--- config.mk ---
export PLATFORM = sky130hd
export DESIGN_NAME = fsm_serial_tx
export DESIGN_NICKNAME = d
export VERILOG_FILES = /design/src/rtl/fsm_serial_tx.sv
export SDC_FILE = /design/constraint.sdc
export NUM_CORES = 1
export LEC_CHECK = 0
export CELL_PAD_IN_SITES_DETAIL_PLACEMENT = 0
export CELL_PAD_IN_SITES_GLOBAL_PLACEMENT = 1
export CORE_MARGIN = 2
export CORE_UTILIZATION = 42
export CTS_CLUSTER_DIAMETER = 30
export CTS_CLUSTER_SIZE = 24
export DETAILED_ROUTE_END_ITERATION = 10
export GPL_ROUTABILITY_DRIVEN = 0
export PLACE_DENSITY_LB_ADDON = 0.12
export RECOVER_POWER = 50
export SYNTH_ARGS = -nofsm -noshare
export SYNTH_HDL_FRONTEND = slang
export SYNTH_SLANG_ARGS = --single-unit
--- constraint.sdc ---
create_clock -name clk -period 2.8 [get_ports clk]
set_clock_uncertainty 0.15 [all_clocks]
set_input_delay 0.42 -clock clk [delete_from_list [all_inputs] [get_ports clk]]
set_output_delay 0.42 -clock clk [all_outputs]
set_load 0.02 [all_outputs]
--- src/rtl/fsm_serial_tx.sv ---
// Moore serial frame transmitter: start bit, MSB-first data, optional parity, stop bit.
// Every bit is held for BIT_CYCLES clocks; all outputs are registered.
module fsm_serial_tx #(
    parameter int unsigned WIDTH      = 8,
    parameter int unsigned BIT_CYCLES = 4,
    parameter int unsigned PARITY_EN  = 1,
    parameter int unsigned PARITY_ODD = 0
) (
    input  logic             clk,
    input  logic             rst,
    input  logic [WIDTH-1:0] tx_data,
    input  logic             tx_valid,
    output logic             tx_ready,
    output logic             tx_out,
    output logic             tx_busy,
    output logic             frame_done
);

    localparam int unsigned CNT_W = (BIT_CYCLES > 1) ? $clog2(BIT_CYCLES) : 1;
    localparam int unsigned IDX_W = (WIDTH > 1) ? $clog2(WIDTH) : 1;
    localparam logic [CNT_W-1:0] CNT_LAST = CNT_W'(BIT_CYCLES - 1);

    typedef enum logic [2:0] {StIdle, StStart, StData, StParity, StStop} state_e;

    state_e             state_q, state_d;
    logic [CNT_W-1:0]   cnt_q, cnt_d;
    logic [IDX_W-1:0]   idx_q, idx_d;
    logic [WIDTH-1:0]   shift_q, shift_d;
    logic               parity_q, parity_d;
    logic               last_cycle;
    logic               tx_out_d;

    assign last_cycle = (cnt_q == CNT_LAST);

    always_comb begin
        state_d  = state_q;
        cnt_d    = cnt_q;
        idx_d    = idx_q;
        shift_d  = shift_q;
        parity_d = parity_q;
        case (state_q)
            StIdle: begin
                if (tx_valid) begin
                    state_d  = StStart;
                    cnt_d    = '0;
                    shift_d  = tx_data;
                    parity_d = (^tx_data) ^ PARITY_ODD[0];
                end
            end
            StStart: begin
                if (last_cycle) begin
                    cnt_d   = '0;
                    idx_d   = IDX_W'(WIDTH - 1);
                    state_d = StData;
                end else begin
                    cnt_d = cnt_q + CNT_W'(1);
                end
            end
            StData: begin
                if (last_cycle) begin
                    cnt_d   = '0;
                    shift_d = shift_q << 1;
                    if (idx_q == '0) begin
                        state_d = (PARITY_EN != 0) ? StParity : StStop;
                    end else begin
                        idx_d = idx_q - IDX_W'(1);
                    end
                end else begin
                    cnt_d = cnt_q + CNT_W'(1);
                end
            end
            StParity: begin
                if (last_cycle) begin
                    cnt_d   = '0;
                    state_d = StStop;
                end else begin
                    cnt_d = cnt_q + CNT_W'(1);
                end
            end
            StStop: begin
                if (last_cycle) begin
                    cnt_d   = '0;
                    state_d = StIdle;
                end else begin
                    cnt_d = cnt_q + CNT_W'(1);
                end
            end
            default: begin
                // Unencoded state: recover to a clean idle.
                state_d = StIdle;
                cnt_d   = '0;
                idx_d   = '0;
            end
        endcase
    end

    // Outputs are decoded from the next state so they switch together with it.
    always_comb begin
        tx_out_d = 1'b1;
        case (state_d)
            StStart:  tx_out_d = 1'b0;
            StData:   tx_out_d = shift_d[WIDTH-1];
            StParity: tx_out_d = parity_d;
            default:  tx_out_d = 1'b1;
        endcase
    end

    always_ff @(posedge clk or posedge rst) begin
        if (rst) begin
            state_q    <= StIdle;
            cnt_q      <= '0;
            idx_q      <= '0;
            shift_q    <= '0;
            parity_q   <= 1'b0;
            tx_out     <= 1'b1;
            tx_ready   <= 1'b1;
            tx_busy    <= 1'b0;
            frame_done <= 1'b0;
        end else begin
            state_q    <= state_d;
            cnt_q      <= cnt_d;
            idx_q      <= idx_d;
            shift_q    <= shift_d;
            parity_q   <= parity_d;
            tx_out     <= tx_out_d;
            tx_ready   <= (state_d == StIdle);
            tx_busy    <= (state_d != StIdle);
            frame_done <= (state_d == StStop) && (cnt_d == CNT_LAST);
        end
    end

endmodule
# After elaboration in Yosys (flattened, before gate mapping)

Cells that the tools add are included.

Register bits: 21
Output and inout bits: 4
Word-level logic and storage cells: 58
Input bits: 11

Equal/unequal tests: 14
Muxes and demuxes: 20
Reduce and logical (&&, ||, !) cells: 11
Bitwise logic cells: 1
Add/subtract/negate cells: 2

Operator list:

| cell                | number |
|---|---|
| $mux 3              | 9 |
| $mux 8              | 2 |
| $pmux 8 s2          | 1 |
| $pmux 3 s5          | 1 |
| $eq 3x2->1 const B  | 4 |
| $logic_not 3->1     | 3 |
| $pmux 3 s3          | 1 |
| $ne 2x2->1 const B  | 4 |
| $reduce_xor 8->1    | 1 |
| $eq 3x1->1 const B  | 2 |
| $eq 3x3->1 const B  | 2 |
| $eq 2x2->1 const B  | 2 |
| $mux 2              | 2 |
| $pmux 2 s2          | 1 |
| $reduce_and 4->1    | 1 |
| $reduce_or 4->1     | 1 |
| $pmux 1 s3          | 1 |
| $reduce_and 3->1    | 1 |
| $reduce_bool 3->1   | 1 |
| $reduce_or 3->1     | 1 |
| $sub 3x1->3 const B | 1 |
| $add 2x1->2 const B | 1 |
| $mux 1              | 2 |
| $reduce_bool 2->1   | 1 |
| 2 further kinds     | 2 |

# Longest topological paths before layout

Gate-level depths: netlist of run 1.

Depth after elaboration: 6
Mapped depth: 6
Gate-level depth less buffers: 6

# Worst setup path before layout of run 1

OpenSTA, ideal clock, no wires.

Path kind: reg2reg
Start point: register cnt_q[0]
End point: register tx_busy
Data arrival time: 1.672 ns
Cell stages (with the launch flop): 6
Setup slack: 0.847 ns
Data required time: 2.519 ns
Buffers on the path: 1
Cells stage by stage: dfrtp_1 -> ha_1 -> nor4bb_1 -> buf_6 -> a311o_1 -> or3_1

Longest elaborated chain between the ends: 4
Elaborated cells between the ends (all ways): 7
Those cells by class: eq/ne (1); mux (5); reduce/logical (1)

RTL lines:

| item                             | RTL line | text |
|---|---|---|
| start: declaration               | 26       | `logic [CNT_W-1:0] cnt_q, cnt_d;` |
| start signal: assignment         | 121      | `cnt_q <= cnt_d;` |
| $eq 2x2->1 (*)                   | 33       | `assign last_cycle = (cnt_q == CNT_LAST);` |
| $mux 3, on equally long branches | -        |  |
| $pmux 3 s5 (*)                   | 41       | `case (state_q)` |
| named net state_d[0]             | 25       | `state_e state_q, state_d;` |
| $reduce_bool 3->1 (*)            | 127      | `tx_busy <= (state_d != StIdle);` |
| end signal: assignment           | 127      |  |
| end: declaration                 | 15       | `output logic tx_busy,` |

Mark *: on every way through the listed nets, which the timed path passes. The rest lies on a longest branch.
A chain may end at the register's enable or synchronous reset.

# Worst setup path after layout of run 1

Same ends and word-level chain as after synthesis.

==> flow_metrics.tcl, run 1 <==
set metrics [dict create \
    outcome "completed" \
    worstSkewPairLatency_ps 300 \
    ys.flop_type "dfrtp_1" \
    dieArea_sq_um 3079 \
    syn_to_final_growth_pct 16.63 \
    stdcell_count 148 \
    finalHoldViolCount 0 \
    cp_slowest_stage_delay_ps 440 \
    hold_class "flip-flop to flip-flop" \
    totalPowerFinal_w 0.001309 \
    cts_max_level 1 \
    async_flop_share 1.000 \
    min_period_ps 2143 \
    path_buf_inv 1 \
    seqCellArea_sq_um 528.0 \
    cts_setup_buffers 0 \
    cpLargestDelayFamily "simple AND/OR/NAND/NOR gates" \
    syn_area_sq_um 1114 \
    yosysSeqAreaShare 0.4742 \
    grt_max_degree 22 \
    row_count 18 \
    ant_nets 0 \
    io_pins 15 \
    critPathSlowestCell "dfrtp_1" \
    remaining_drc_errors 0 \
    fin_tns_setup_ps 0 \
    slew_headroom 0.4751 \
    drv_slew 0 \
    drive_gt1_frac 0.09322 \
    synth_common_cells "dfrtp_1, inv_1, xnor2_1" \
    cp-end-kind "flip-flop" \
    post-route-period-util 0.7654 \
    fp.dieW_um 55.49 \
    max_freq_mhz 466.6 \
    dp_hpwl_um 1552 \
    finalSetupViolations 0 \
    synth_cell_types 39 \
    synth_edf_count 0 \
    detail_route.wl_per_cell_um 14.36 \
    nets 133 \
    cts_buffer_depth 2 \
    critical_path_arrival_ps 2180 \
    synth_top_area_cell "dfrtp_1" \
    core_sq_um 2500 \
    clk_pin_slew_ps 110 \
    r2r_slack_ps 660 \
    dp_cells 144 \
    antenna_found_initial 0 \
    power_density_nw_per_um2 1008 \
    multi_input_area_sq_um 509.2 \
    die_y_um 55.49 \
    crit_fanout 8 \
    syn-num-nets 118 \
    yosysMostFrequentCell "dfrtp_1" \
    cts.sinks 21 \
    root_buffer "clkbuf_4" \
    grt_pass1_vias 822 \
    rsz0062_at_grt "false" \
    netlist_top_cells_area "dfrtp_1, xnor2_1, a222oi_1" \
    syn_inst 104 \
    fillers 242 \
    dr_total_vias 843 \
    path_class "flip-flop to flip-flop" \
    maxCapViolCount 0 \
    r2r_cells 5 \
    cts_tree "yes" \
    dr.pass1.iters 6 \
    worst-path-stages 5 \
    grt_pass1_wl_um 3670 \
    postSynthAreaPerCell_sq_um 10.71 \
    tightest_slew_ps 786.5 \
    routed_wl_um 2126 \
    antenna_cells 0 \
    cts_made_buffers 3 \
    p_leak_nw 0.5724 \
    peakVddDrop_mv 0.6288 \
    io_buffer_count 14 \
    required_ps 2840 \
    track_usage 0.1480 \
    min_path_cells 1 \
    viasPerCell 5.696 \
    postCtsHoldBufs 0 \
    yosys_warnings 0 \
    dr.first_iter.drc_count 27 \
    grt_overflow 0 \
    start_kind "flip-flop" \
    start_util 0.4454 \
    yosysTopAreaCellShare 0.4270 \
    crit_path_cell_trace "ha_1 > nor4bb_1 > buf_4 > a311o_1 > or3_1" \
    ys_ff_latch 21 \
    cts-resized-gates 0 \
]
==> layout make-up <==
cell class / instances / area share
Sequential cell: 21 / 0.4065
Multi-Input combinational cell: 66 / 0.3921
Timing Repair Buffer: 16 / 0.1195
Inverter: 11 / 0.03179
Tap cell: 30 / 0.02890
Clock buffer: 3 / 0.01734
Clock inverter: 1 / 0.003854
==> registers in the layout, indices dropped and copies added, names as in the netlist <==
signal,flops
cnt_q,2
parity_q,1
tx_busy,1
shift_q,8
frame_done,1
state_q,3
idx_q,3
tx_ready,1
tx_out,1
==> layout by cell type, fill, tap and decap left out, types with 2 or more instances in the layout <==
master and n:
or3_1 2, nor2_1 2, a222oi_1 6, dfstp_2 2, nor3b_1 3, a21boi_0 2, nand2_1 3, nor4b_1 3
a22oi_1 2, buf_4 2, nand3b_1 2, clkdlybuf4s50_1 13, inv_1 11, ha_1 3, a21oi_1 4, o21ai_0 2
dfrtp_1 19, a211oi_1 2, clkbuf_4 3, a21o_1 2, xnor2_1 7, nand2b_1 5
==> cell families after synthesis <==
logic type / count (synthesis) / synth area share
adders and majority gates: 3 / 0.03371
muxes: 1 / 0.008989
DFF: 21 / 0.4742
xor gates and xnor gates: 7 / 0.05506
buffers and inverters: 17 / 0.06853
and+or+nand+nor: 27 / 0.1629
AOI/OAI and AO/OA: 28 / 0.1966
==> worst paths after layout <==
kind | start | end
max | cnt_q[0]$_DFF_PP0_ | tx_busy$_DFF_PP0_
min | idx_q[1]$_DFFE_PP0P_ | idx_q[1]$_DFFE_PP0P_
max reg2reg | cnt_q[0]$_DFF_PP0_ | tx_busy$_DFF_PP0_
min reg2reg | idx_q[1]$_DFFE_PP0P_ | idx_q[1]$_DFFE_PP0P_
max in group asynchronous | rst | frame_done$_DFF_PP0_
min in group asynchronous | rst | idx_q[0]$_DFFE_PP0P_
==> metal layers <==
layer | global-route usage | vias up | share of wire
met3 | 0.02342 | 2 | 0.036
met5 | 0 | - | 0
met1 | 0.1868 | 414 | 0.47
met2 | 0.2500 | 19 | 0.49
met4 | 0.06272 | 0 | 0.0061
li1 | - | 408 | -
==> report_power, final <==
part	leakage [nW]	internal [W]	switching, W
combinational	0.298	0.000301	0.000295
sequential	0.257	0.000449	0.000120
clock	0.0177	0.0000532	0.0000905
total	0.572	0.000804	0.000505
==> per-stage QoR <==
step	area (sq um)	hold slack, ps	setup slack (ps)	util
2_1_floorplan	1114	245.0	846.5	-
3_3_place_gp	1271	312.0	620.4	0.5085
3_5_place_dp	1271	315.6	571.7	0.5085
4_1_cts	1299	344.1	647.6	0.5195
5_1_grt	1299	372.5	586.3	0.5195
6_report	1299	338.5	656.9	0.5195
Note: power is estimated with default switching activity, not from simulation.
==> run 2, diff against run 1 <==
==> constraint.sdc (replaced) <==
create_clock -name clk -period 2.24 [get_ports clk]
set_clock_uncertainty 0.15 [all_clocks]
set_input_delay 0.336 -clock clk [delete_from_list [all_inputs] [get_ports clk]]
set_output_delay 0.336 -clock clk [all_outputs]
set_load 0.02 [all_outputs]
==> run 2 against run 1 <==
  * Fmax grew 6.1%
  * Power rose by 24%
  * Highest routed layer unchanged
  * Worst hold slack better by 2.8 ps
  * Sequential power increased by 24%
  * Clock power increased by 25%
  * Sequential share of layout area shrank 0.35 points
==> flow_metrics.tcl, run 2 (same netlist as run 1, synthesis figures left out) <==
set metrics [dict create \
    outcome "completed" \
    fin_tns_setup_ps 0 \
    ant_nets 0 \
    post-route-period-util 0.9022 \
    stdcell_count 150 \
    peakVddDrop_mv 0.7025 \
    reg_top3 "shift_q: 8 flops, idx_q: 3 flops, state_q: 3 flops" \
    row_count 18 \
    grt_overflow 0 \
    fillers 240 \
    io_buffer_count 14 \
    fin_area_sq_um 1310 \
    required_ps 2320 \
    cts-resized-gates 0 \
    holdPathEnd "idx_q[1]$_DFFE_PP0P_" \
    remaining_drc_errors 0 \
    root_buffer "clkbuf_4" \
    postCtsHoldBufs 0 \
    worstSkewPairLatency_ps 300 \
    power_density_nw_per_um2 1238 \
    antenna_cells 0 \
    cp-end-kind "flip-flop" \
    cts_made_buffers 3 \
    fp.dieW_um 55.49 \
    grt_max_degree 22 \
    final_common_cell "dfrtp_1" \
    slew_headroom 0.2569 \
    detail_route.wl_per_cell_um 13.16 \
    pre_cts_ws_ps 108.1 \
    nets 135 \
    r2r_slack_ps 220 \
    core_sq_um 2500 \
    routed_wl_um 1974 \
    syn_to_final_growth_pct 17.64 \
    finalSetupViolations 0 \
    p_leak_nw 0.5784 \
    dpl_cell_area_sq_um 1286 \
    max_freq_mhz 494.8 \
    drive_gt1_frac 0.1000 \
    io_pins 15 \
    dr.first_iter.drc_count 31 \
    path_class "flip-flop to flip-flop" \
    top_register "shift_q" \
    dr.pass1.iters 5 \
    cts_buffer_depth 2 \
    setup_ws_ps 219.2 \
    finalHoldViolCount 0 \
    grt_pass1_wl_um 3608 \
    grt_pass1_vias 802 \
    dp_hpwl_um 1471 \
    dr_total_vias 846 \
    die_y_um 55.49 \
    dp_cells 146 \
    maxCapViolCount 0 \
    cts_tree "yes" \
    clk_pin_slew_ps 120 \
    dieArea_sq_um 3079 \
    start_util 0.4454 \
    cts_max_level 1 \
    min_path_cells 1 \
    whs_ps 341.4 \
    hold_class "flip-flop to flip-flop" \
    drv_slew 0 \
    antenna_found_initial 0 \
    r2r-end "tx_out$_DFF_PP1_" \
    layout_common_cells "dfrtp_1, clkdlybuf4s50_1, inv_1, xnor2_1, a222oi_1" \
    critical_path_arrival_ps 2100 \
    r2r_cells 5 \
    rr_startpoint "cnt_q[0]$_DFF_PP0_" \
    largest_reg_flops 8 \
    worstHoldStart "idx_q[1]$_DFFE_PP0P_" \
    viasPerCell 5.640 \
    rsz0062_at_grt "false" \
    cts.sinks 21 \
    min_period_ps 2021 \
    tightest_slew_ps 1115 \
    crit_fanout 8 \
    cts_setup_buffers 0 \
    start_kind "flip-flop" \
    track_usage 0.1443 \
]
-- run 2: cell types whose count changed in the layout (fill, tap and decap cells not counted), sizes merged --
cell    previous run  this run
buf                2         3
clkbuf             3         4
-- run 2: metrics by stage --
step | power (W) | utilization
floorplan | 0.001268 | -
global placement | 0.001446 | 0.5145
detailed placement | 0.001462 | 0.5145
CTS | 0.001644 | 0.5255
global route | 0.001786 | 0.5240
finish | 0.001622 | 0.5240
-- run 2: worst max-delay path, cell delays in order, from the launching register on --
cell	delay, ps
dfrtp_1	420
ha_1	320
nor4bb_1	490
a311o_1	350
nor2b_1	70
a22oi_1	150
-- run 2: how the worst max path moves through the flow --
stage / start / to / cells past startpoint
2_1_floorplan: cnt_q[0]$_DFF_PP0_ / tx_busy$_DFF_PP0_ / 5
3_3_place_gp: tx_valid / tx_out$_DFF_PP1_ / 6
3_5_place_dp: tx_valid / tx_out$_DFF_PP1_ / 6
4_1_cts: cnt_q[0]$_DFF_PP0_ / tx_out$_DFF_PP1_ / 5
5_1_grt: cnt_q[0]$_DFF_PP0_ / tx_out$_DFF_PP1_ / 5
6_report: cnt_q[0]$_DFF_PP0_ / tx_out$_DFF_PP1_ / 5
-- run 2: layout make-up --
class                      count  area, sq um  area share
timing repair buffer          18        166.4      0.1270
clock inverter                 1        5.005    0.003820
tap                           30        37.54     0.02865
sequential                    21        528.0      0.4031
clock buffer                   3        22.52     0.01719
multi-input combinational     66        509.2      0.3887
inverter                      11        41.29     0.03152
-- run 2: layer usage --
layer / wire [um] / track usage
met3: 73 / 0.03044
met5: 0 / 0
met2: 939 / 0.2347
met1: 945 / 0.1932
met4: 15 / 0.04181
-- run 2: report_power, final --
part | leakage (nW) | total (W) | internal [W] | switching, W
Sequential | 0.257 | 0.000707 | 0.000561 | 0.000146
Clock | 0.0177 | 0.000180 | 0.0000664 | 0.000114
Combinational | 0.304 | 0.000735 | 0.000377 | 0.000358
